$ cat src/rtl/iir_pkg.sv
// Shared constants, types and state encoding for the iir / inverse-FIR datapaths.
package iir_pkg;

    localparam int unsigned DATA_W    = 15;
    localparam int unsigned COEF_W    = 16;
    localparam int unsigned FRAC_BITS = 14;
    localparam int unsigned ACC_W     = 33;
    localparam int unsigned PROD_W    = DATA_W + COEF_W;
    localparam int unsigned ADDR_W    = 2;

    typedef logic signed [DATA_W-1:0] sample_t;
    typedef logic signed [COEF_W-1:0] coef_t;
    typedef logic signed [ACC_W-1:0]  acc_t;
    typedef logic signed [PROD_W-1:0] prod_t;

    localparam sample_t DATA_MAX = DATA_W'(16383);
    localparam sample_t DATA_MIN = DATA_W'(-16384);
    localparam coef_t   COEF_ONE = COEF_W'(16'h4000);

    typedef enum logic [2:0] {
        IDLE = 3'd0,
        MAC0 = 3'd1,
        MAC1 = 3'd2,
        MAC2 = 3'd3,
        OUT  = 3'd4
    } state_t;

endpackage

$ cat src/rtl/iir_inverse_fir_if.sv
// Sample-in / sample-out handshakes plus the coefficient write port.
interface iir_inverse_fir_if;
    import iir_pkg::*;

    sample_t            in_data;
    logic               in_valid;
    logic               in_ready;
    sample_t            out_data;
    logic               out_valid;
    logic               out_ready;
    logic               coef_we;
    logic [ADDR_W-1:0]  coef_addr;
    coef_t              coef_data;

    modport master (
        output in_data, in_valid, out_ready, coef_we, coef_addr, coef_data,
        input  in_ready, out_data, out_valid
    );

    modport slave (
        input  in_data, in_valid, out_ready, coef_we, coef_addr, coef_data,
        output in_ready, out_data, out_valid
    );

endinterface

$ cat src/rtl/iir_round_sat.sv
// Round-half-up of a Q.FRAC_BITS accumulator to an integer sample, then clamp to sample range.
module iir_round_sat
    import iir_pkg::*;
(
    input  acc_t    acc,
    output sample_t dout
);

    localparam int unsigned SHR_W = ACC_W - FRAC_BITS;
    localparam acc_t HALF = ACC_W'(2 ** (FRAC_BITS - 1));
    localparam logic signed [SHR_W-1:0] HI = SHR_W'(DATA_MAX);
    localparam logic signed [SHR_W-1:0] LO = SHR_W'(DATA_MIN);

    acc_t                     biased;
    logic signed [SHR_W-1:0]  shifted;

    // Accumulator headroom guarantees the bias add cannot wrap.
    always_comb begin
        biased  = acc + HALF;
        shifted = SHR_W'(biased >>> FRAC_BITS);
        if (shifted > HI) begin
            dout = DATA_MAX;
        end else if (shifted < LO) begin
            dout = DATA_MIN;
        end else begin
            dout = DATA_W'(shifted);
        end
    end

endmodule

$ cat src/rtl/iir_inverse_fir.sv
// 3-tap inverse FIR for the iir block, one shared MAC stepped by a five-state sequencer.
module iir_inverse_fir
    import iir_pkg::*;
(
    input  logic              clk,
    input  logic              rst,
    iir_inverse_fir_if.slave  bus
);

    state_t  state;
    state_t  state_nxt;

    sample_t d0, d1, d2;
    coef_t   c0, c1, c2;
    acc_t    acc;

    sample_t out_data_q;
    logic    out_valid_q;
    logic    in_ready_q;

    logic    accept_c;
    logic    coef_wr_c;
    coef_t   coef_sel_c;
    sample_t data_sel_c;
    prod_t   prod_c;
    acc_t    acc_sum_c;
    sample_t result_c;

    assign accept_c  = (state == IDLE) && bus.in_valid;
    assign coef_wr_c = (state == IDLE) && bus.coef_we;

    // Tap select for the shared multiplier.
    always_comb begin
        coef_sel_c = '0;
        data_sel_c = '0;
        case (state)
            MAC0: begin coef_sel_c = c0; data_sel_c = d0; end
            MAC1: begin coef_sel_c = c1; data_sel_c = d1; end
            MAC2: begin coef_sel_c = c2; data_sel_c = d2; end
            default: ;
        endcase
    end

    assign prod_c    = PROD_W'(coef_sel_c) * PROD_W'(data_sel_c);
    assign acc_sum_c = acc + ACC_W'(prod_c);

    iir_round_sat u_round_sat (
        .acc  (acc_sum_c),
        .dout (result_c)
    );

    always_ff @(posedge clk) begin
        if (rst) begin
            state <= IDLE;
        end else begin
            state <= state_nxt;
        end
    end

    always_comb begin
        state_nxt = state;
        case (state)
            IDLE:    if (bus.in_valid) state_nxt = MAC0;
            MAC0:    state_nxt = MAC1;
            MAC1:    state_nxt = MAC2;
            MAC2:    state_nxt = OUT;
            OUT:     if (bus.out_ready) state_nxt = IDLE;
            default: state_nxt = IDLE;
        endcase
    end

    // History, coefficients, accumulator and registered outputs.
    always_ff @(posedge clk) begin
        if (rst) begin
            d0          <= '0;
            d1          <= '0;
            d2          <= '0;
            c0          <= COEF_ONE;
            c1          <= '0;
            c2          <= '0;
            acc         <= '0;
            out_data_q  <= '0;
            out_valid_q <= 1'b0;
            in_ready_q  <= 1'b1;
        end else begin
            if (coef_wr_c) begin
                case (bus.coef_addr)
                    2'd0:    c0 <= bus.coef_data;
                    2'd1:    c1 <= bus.coef_data;
                    2'd2:    c2 <= bus.coef_data;
                    default: ;
                endcase
            end
            if (accept_c) begin
                d2  <= d1;
                d1  <= d0;
                d0  <= bus.in_data;
                acc <= '0;
            end else if (state inside {MAC0, MAC1, MAC2}) begin
                acc <= acc_sum_c;
            end
            if (state == MAC2) begin
                out_data_q <= result_c;
            end
            in_ready_q  <= (state_nxt == IDLE);
            out_valid_q <= (state_nxt == OUT);
        end
    end

    assign bus.out_data  = out_data_q;
    assign bus.out_valid = out_valid_q;
    assign bus.in_ready  = in_ready_q;

endmodule

$ cat src/flat_wrapper.sv
// flat-port wrapper written by rule: the top's interface ports become plain ports
module iir_inverse_fir_flat import iir_pkg::*;
  (clk, rst, bus_in_data, bus_in_valid, bus_out_ready, bus_coef_we, bus_coef_addr, bus_coef_data, bus_in_ready, bus_out_data, bus_out_valid);
  iir_inverse_fir_if bus_i ();
  input  logic clk;
  input  logic rst;
  input wire logic [$bits(bus_i.in_data)-1:0] bus_in_data;
  input wire logic [$bits(bus_i.in_valid)-1:0] bus_in_valid;
  input wire logic [$bits(bus_i.out_ready)-1:0] bus_out_ready;
  input wire logic [$bits(bus_i.coef_we)-1:0] bus_coef_we;
  input wire logic [$bits(bus_i.coef_addr)-1:0] bus_coef_addr;
  input wire logic [$bits(bus_i.coef_data)-1:0] bus_coef_data;
  output wire logic [$bits(bus_i.in_ready)-1:0] bus_in_ready;
  output wire logic [$bits(bus_i.out_data)-1:0] bus_out_data;
  output wire logic [$bits(bus_i.out_valid)-1:0] bus_out_valid;
  assign bus_i.in_data = bus_in_data;
  assign bus_i.in_valid = bus_in_valid;
  assign bus_i.out_ready = bus_out_ready;
  assign bus_i.coef_we = bus_coef_we;
  assign bus_i.coef_addr = bus_coef_addr;
  assign bus_i.coef_data = bus_coef_data;
  assign bus_in_ready = bus_i.in_ready;
  assign bus_out_data = bus_i.out_data;
  assign bus_out_valid = bus_i.out_valid;
  iir_inverse_fir u_core (.clk(clk), .rst(rst), .bus(bus_i));
endmodule
$ cat config.mk
export PLATFORM = sky130hd
export DESIGN_NAME = iir_inverse_fir_flat
export DESIGN_NICKNAME = d
export VERILOG_FILES = /design/src/rtl/iir_pkg.sv /design/src/rtl/iir_inverse_fir_if.sv /design/src/rtl/iir_round_sat.sv /design/src/rtl/iir_inverse_fir.sv /design/src/flat_wrapper.sv
export SDC_FILE = /design/constraint.sdc
export NUM_CORES = 1
export LEC_CHECK = 0
export CAP_MARGIN = 20
export CORE_MARGIN = 1
export CORE_UTILIZATION = 55
export CTS_CLUSTER_DIAMETER = 40
export DETAILED_ROUTE_END_ITERATION = 8
export PLACE_DENSITY = 0.73
export SYNTH_ARGS = -nofsm -noshare
export SYNTH_HDL_FRONTEND = slang
export SYNTH_SLANG_ARGS = --single-unit
$ cat constraint.sdc
create_clock -name clk -period 11.2 [get_ports clk]
set_input_delay 2.24 -clock clk [delete_from_list [all_inputs] [get_ports clk]]
set_output_delay 2.24 -clock clk [all_outputs]
set_load 0.005 [all_outputs]
==> metrics.txt <==
# TYPE chip_impl_metric gauge
chip_impl_metric{name="period_minus_slack",unit="ns"} 9.63
chip_impl_metric{name="setup_total_negative_slack",unit="ns"} 0
chip_impl_metric{name="layout-drive-gt1-share",unit="%"} 6.79
chip_impl_metric{name="slowest_delay",unit="ns"} 0.73
chip_impl_info{name="synth_commonest_cells",value="402 x nand2_1, 350 x inv_1, 274 x fa_1"} 1
chip_impl_metric{name="max_freq",unit="MHz"} 104
chip_impl_metric{name="yosysSeqAreaShare",unit="%"} 16.9
chip_impl_metric{name="p_per_area",unit="nW/µm²"} 75.8
chip_impl_metric{name="cts.clk_slew.worst_paths",unit="ns"} 0.07
chip_impl_metric{name="skew",unit="ns"} 0.0140
chip_impl_info{name="status",value="complete, but fails checks"} 1
chip_impl_metric{name="grt_first_pass_wirelength",unit="µm"} 73200
chip_impl_metric{name="synthesis.area",unit="µm²"} 17300
chip_impl_metric{name="largest_net_degree_at_the_start_of_global_routing",unit=""} 99
chip_impl_metric{name="worst-r2r-setup-slack",unit="ns"} 1.57
chip_impl_metric{name="fill_cells",unit=""} 2704
chip_impl_info{name="clock_root_cell",value="clkbuf_16"} 1
chip_impl_info{name="critPathLaunchType",value="flop"} 1
chip_impl_metric{name="tightest_slew",unit="ns"} 1.09
chip_impl_metric{name="num_antenna_cells",unit=""} 0
chip_impl_metric{name="worstPathMaxFanout",unit=""} 39
chip_impl_metric{name="area_growth_synth_to_finish",unit="%"} 7.51
chip_impl_metric{name="gp_congestion",unit=""} 0.938
chip_impl_metric{name="max-vdd-ir-drop",unit="µV"} 107
chip_impl_metric{name="min_path_cells",unit=""} 2
chip_impl_info{name="worst_setup_path_end_kind",value="flop"} 1
chip_impl_info{name="critical-path-slowest-cell",value="fa_1"} 1
chip_impl_metric{name="layout.area.seq",unit="µm²"} 2920
chip_impl_metric{name="cts.sink_count",unit=""} 146
chip_impl_metric{name="grt_pass1_vias",unit=""} 14120
chip_impl_metric{name="cts-htree-levels",unit=""} 4
chip_impl_metric{name="first_iter_violations",unit=""} 947
chip_impl_metric{name="worstPathArrival",unit="ns"} 9.99
chip_impl_metric{name="synth_largest_type_area_fraction",unit="%"} 31.7
chip_impl_metric{name="viasPerCell",unit=""} 5.46
chip_impl_metric{name="synth_async_sr_flop_share",unit="%"} 0
chip_impl_metric{name="total_of_max_cap_violations",unit=""} 0
chip_impl_info{name="synthFlopType",value="dfxtp_1"} 1
chip_impl_info{name="yosysMostFrequentCell",value="nand2_1"} 1
chip_impl_metric{name="vertical_die_dimension",unit="µm"} 179
chip_impl_info{name="rsz0062_at_grt",value="no"} 1
chip_impl_metric{name="grt.overflow.total",unit=""} 0
chip_impl_metric{name="start_util",unit="%"} 56.2
chip_impl_metric{name="yosysUniqueCellTypes",unit=""} 87
chip_impl_metric{name="synthesis.instances",unit=""} 2061
chip_impl_metric{name="grt_antenna_before_repair",unit=""} 0
chip_impl_metric{name="die_width",unit="µm"} 179
chip_impl_metric{name="synth_area_per_cell",unit="µm²"} 8.41
chip_impl_metric{name="routed-wl-met3",unit="µm"} 2700
chip_impl_metric{name="ys_seq_elements",unit=""} 146
chip_impl_metric{name="reg2reg_depth",unit=""} 28
chip_impl_metric{name="grt_usage",unit="%"} 28.4
chip_impl_metric{name="power_leakage",unit="nW"} 8.52
chip_impl_metric{name="report.final.setup_viol",unit=""} 0
chip_impl_metric{name="report.final.hold_viol_count",unit=""} 0
chip_impl_metric{name="port_buffers",unit=""} 54
chip_impl_info{name="critical_path.most_common_cell",value="fa_1"} 1
chip_impl_metric{name="instances_no_fill",unit=""} 2473
chip_impl_metric{name="critPathRequiredTime",unit="ns"} 11.56
chip_impl_info{name="routed.top_layer",value="met4"} 1
chip_impl_metric{name="total_design_power",unit="mW"} 1.41
chip_impl_metric{name="die_area",unit="µm²"} 32200
chip_impl_metric{name="fp.coreArea",unit="µm²"} 30800
chip_impl_info{name="tritoncts_clock_tree",value="built"} 1
chip_impl_info{name="path_class",value="reg2reg"} 1
chip_impl_metric{name="route.antenna.remaining_nets",unit=""} 0
chip_impl_metric{name="routed-wl-met2",unit="µm"} 19700
chip_impl_metric{name="rows",unit=""} 64
chip_impl_metric{name="synth-edff-count",unit=""} 0
chip_impl_metric{name="place.detailed.instances",unit=""} 2443
chip_impl_metric{name="cts_repair_resize_count",unit=""} 0
chip_impl_metric{name="design.final.nets",unit=""} 2475
chip_impl_metric{name="route.final.wire_length",unit="µm"} 43100
chip_impl_metric{name="timing.max_slew.rel_slack",unit="%"} 27.3
chip_impl_metric{name="route.detailed.wl_per_inst",unit="µm"} 17.4
chip_impl_metric{name="hpwl",unit="µm"} 34500
chip_impl_info{name="failing_checks",value="design-rule violations"} 1
chip_impl_metric{name="hold_buffers",unit=""} 0
chip_impl_metric{name="dr_total_vias",unit=""} 13511
chip_impl_info{name="yosysTopAreaCell",value="fa_1"} 1
chip_impl_metric{name="synth_fp_nets",unit=""} 2470
chip_impl_metric{name="number_of_buffers_inserted_during_clock_tree_synthesis",unit=""} 17
chip_impl_metric{name="post_cts.repair.setup_buffers",unit=""} 0
chip_impl_metric{name="yosysWarnings",unit=""} 0
chip_impl_metric{name="max-clock-path-buffers",unit=""} 2
chip_impl_info{name="synth.area.top_cells",value="fa_1 32%, dfxtp_1 17%, nand2_1 8.7%"} 1
chip_impl_metric{name="final.period_utilization",unit="%"} 86.0
chip_impl_metric{name="firstDrtPassIters",unit=""} 7
chip_impl_metric{name="boundaryPins",unit=""} 55
chip_impl_metric{name="final-max-slew-violation-count",unit=""} 0
chip_impl_metric{name="area_used_by_multi_input_combinational_logic",unit="µm²"} 12700
chip_impl_metric{name="wirelength_met1",unit="µm"} 19400
chip_impl_info{name="min_path_type",value="reg2reg"} 1
chip_impl_metric{name="clock_insertion_delay_worst_skew",unit="ns"} 0.45
chip_impl_metric{name="detail_route.drc_violations",unit=""} 14
cells in the final DEF, fill, tap and decap left out, types with 4 or more instances in the layout:
master	netlist	routed
a211oi_1	15	15
a211oi_2	10	10
a21o_1	4	4
a21oi_1	143	143
a22o_1	5	5
a22oi_1	4	4
a31oi_1	4	4
and2_1	8	8
buf_4	4	14
clkbuf_16	0	17
clkdlybuf4s50_1	0	53
dfxtp_1	146	145
fa_1	274	274
ha_1	97	97
inv_1	350	350
inv_6	0	4
mux2_2	31	31
mux2i_1	34	34
nand2_1	402	402
nand3_1	24	24
nand3_2	10	10
nand3b_1	4	4
nand4_1	11	11
nor2_1	228	227
nor2b_1	8	7
nor3_1	12	12
nor3b_1	4	4
nor4_1	5	5
o21a_1	6	6
o21ai_0	16	15
o21ai_1	8	8
o31ai_1	4	4
or3_1	5	5
xnor2_1	29	29
xor2_1	12	12
logic make-up (layout without fill, tap and decap cells):
group,after synthesis,count (layout),synth area share (%)
buffers and inverters,431,447,9.89
flip-flops,146,146,16.9
AO/OA/AOI/OAI,253,253,9.49
adder cells (fa/ha/maj),371,371,38.7
AND/OR/NAND/NOR,747,747,18.3
multiplexers,66,66,4.07
XOR/XNOR,47,47,2.70
layout make-up:
| cell class | count | area share, % |
|---|---|---|
| clock inverters | 11 | 0.564 |
| well taps | 396 | 2.66 |
| inverters | 350 | 7.05 |
| clock buffers | 19 | 2.38 |
| multi-input cells | 1484 | 68.2 |
| flip-flops and latches | 146 | 15.7 |
| repair buffers | 67 | 3.41 |
final timing paths:
kind,start,endpoint
max,u_core.state[1]$_SDFF_PP0_,u_core.bus.out_data[2]$_SDFFE_PP0N_
min,u_core.d2[2]$_SDFFE_PP0P_,u_core.d2[2]$_SDFFE_PP0P_
max reg2reg,u_core.state[1]$_SDFF_PP0_,u_core.bus.out_data[2]$_SDFFE_PP0N_
min reg2reg,u_core.d2[2]$_SDFFE_PP0P_,u_core.d2[2]$_SDFFE_PP0P_
sequential cells by signal, indices dropped and copies added (netlist names), 3 cells and up:
name                 cells
u_core.acc              33
u_core.bus.out_data     15
u_core.c0               16
u_core.c1               16
u_core.c2               16
u_core.d0               15
u_core.d1               15
u_core.d2               15
u_core.state             3
routing by layer:
metal	vias to the layer above	global-route usage (%)
li1	6401	-
met1	6602	39.0
met2	423	45.7
met3	85	4.70
met4	0	10.0
met5	-	0
report_power, final:
| group | internal, mW | switching, mW |
|---|---|---|
| Clock | 0.311 | 0.255 |
| Combinational | 0.102 | 0.189 |
| Sequential | 0.540 | 0.0139 |
worst max-delay path, delay by kind of cell (launching register included):
family	cells	cell delay, ns
compound gates	9	2.80
buf+inv	5	0.91
fa+ha+maj	7	3.83
flops	1	0.32
mux	1	0.40
simple gates	6	1.23
metrics by stage:
| stage | cell area (µm²) | hold slack (ns) | util (%) | setup WS [ns] |
|---|---|---|---|---|
| 2_1_floorplan | 17300 | 0.433 | - | 2.95 |
| 3_3_place_gp | 18100 | 0.438 | 58.6 | 1.81 |
| 3_5_place_dp | 18100 | 0.445 | 58.6 | 1.64 |
| 4_1_cts | 18600 | 0.455 | 60.4 | 1.59 |
| 5_1_grt | 18600 | 0.467 | 60.4 | 1.03 |
| 6_report | 18600 | 0.454 | 60.4 | 1.57 |
Power figures use the tool's default switching activity.
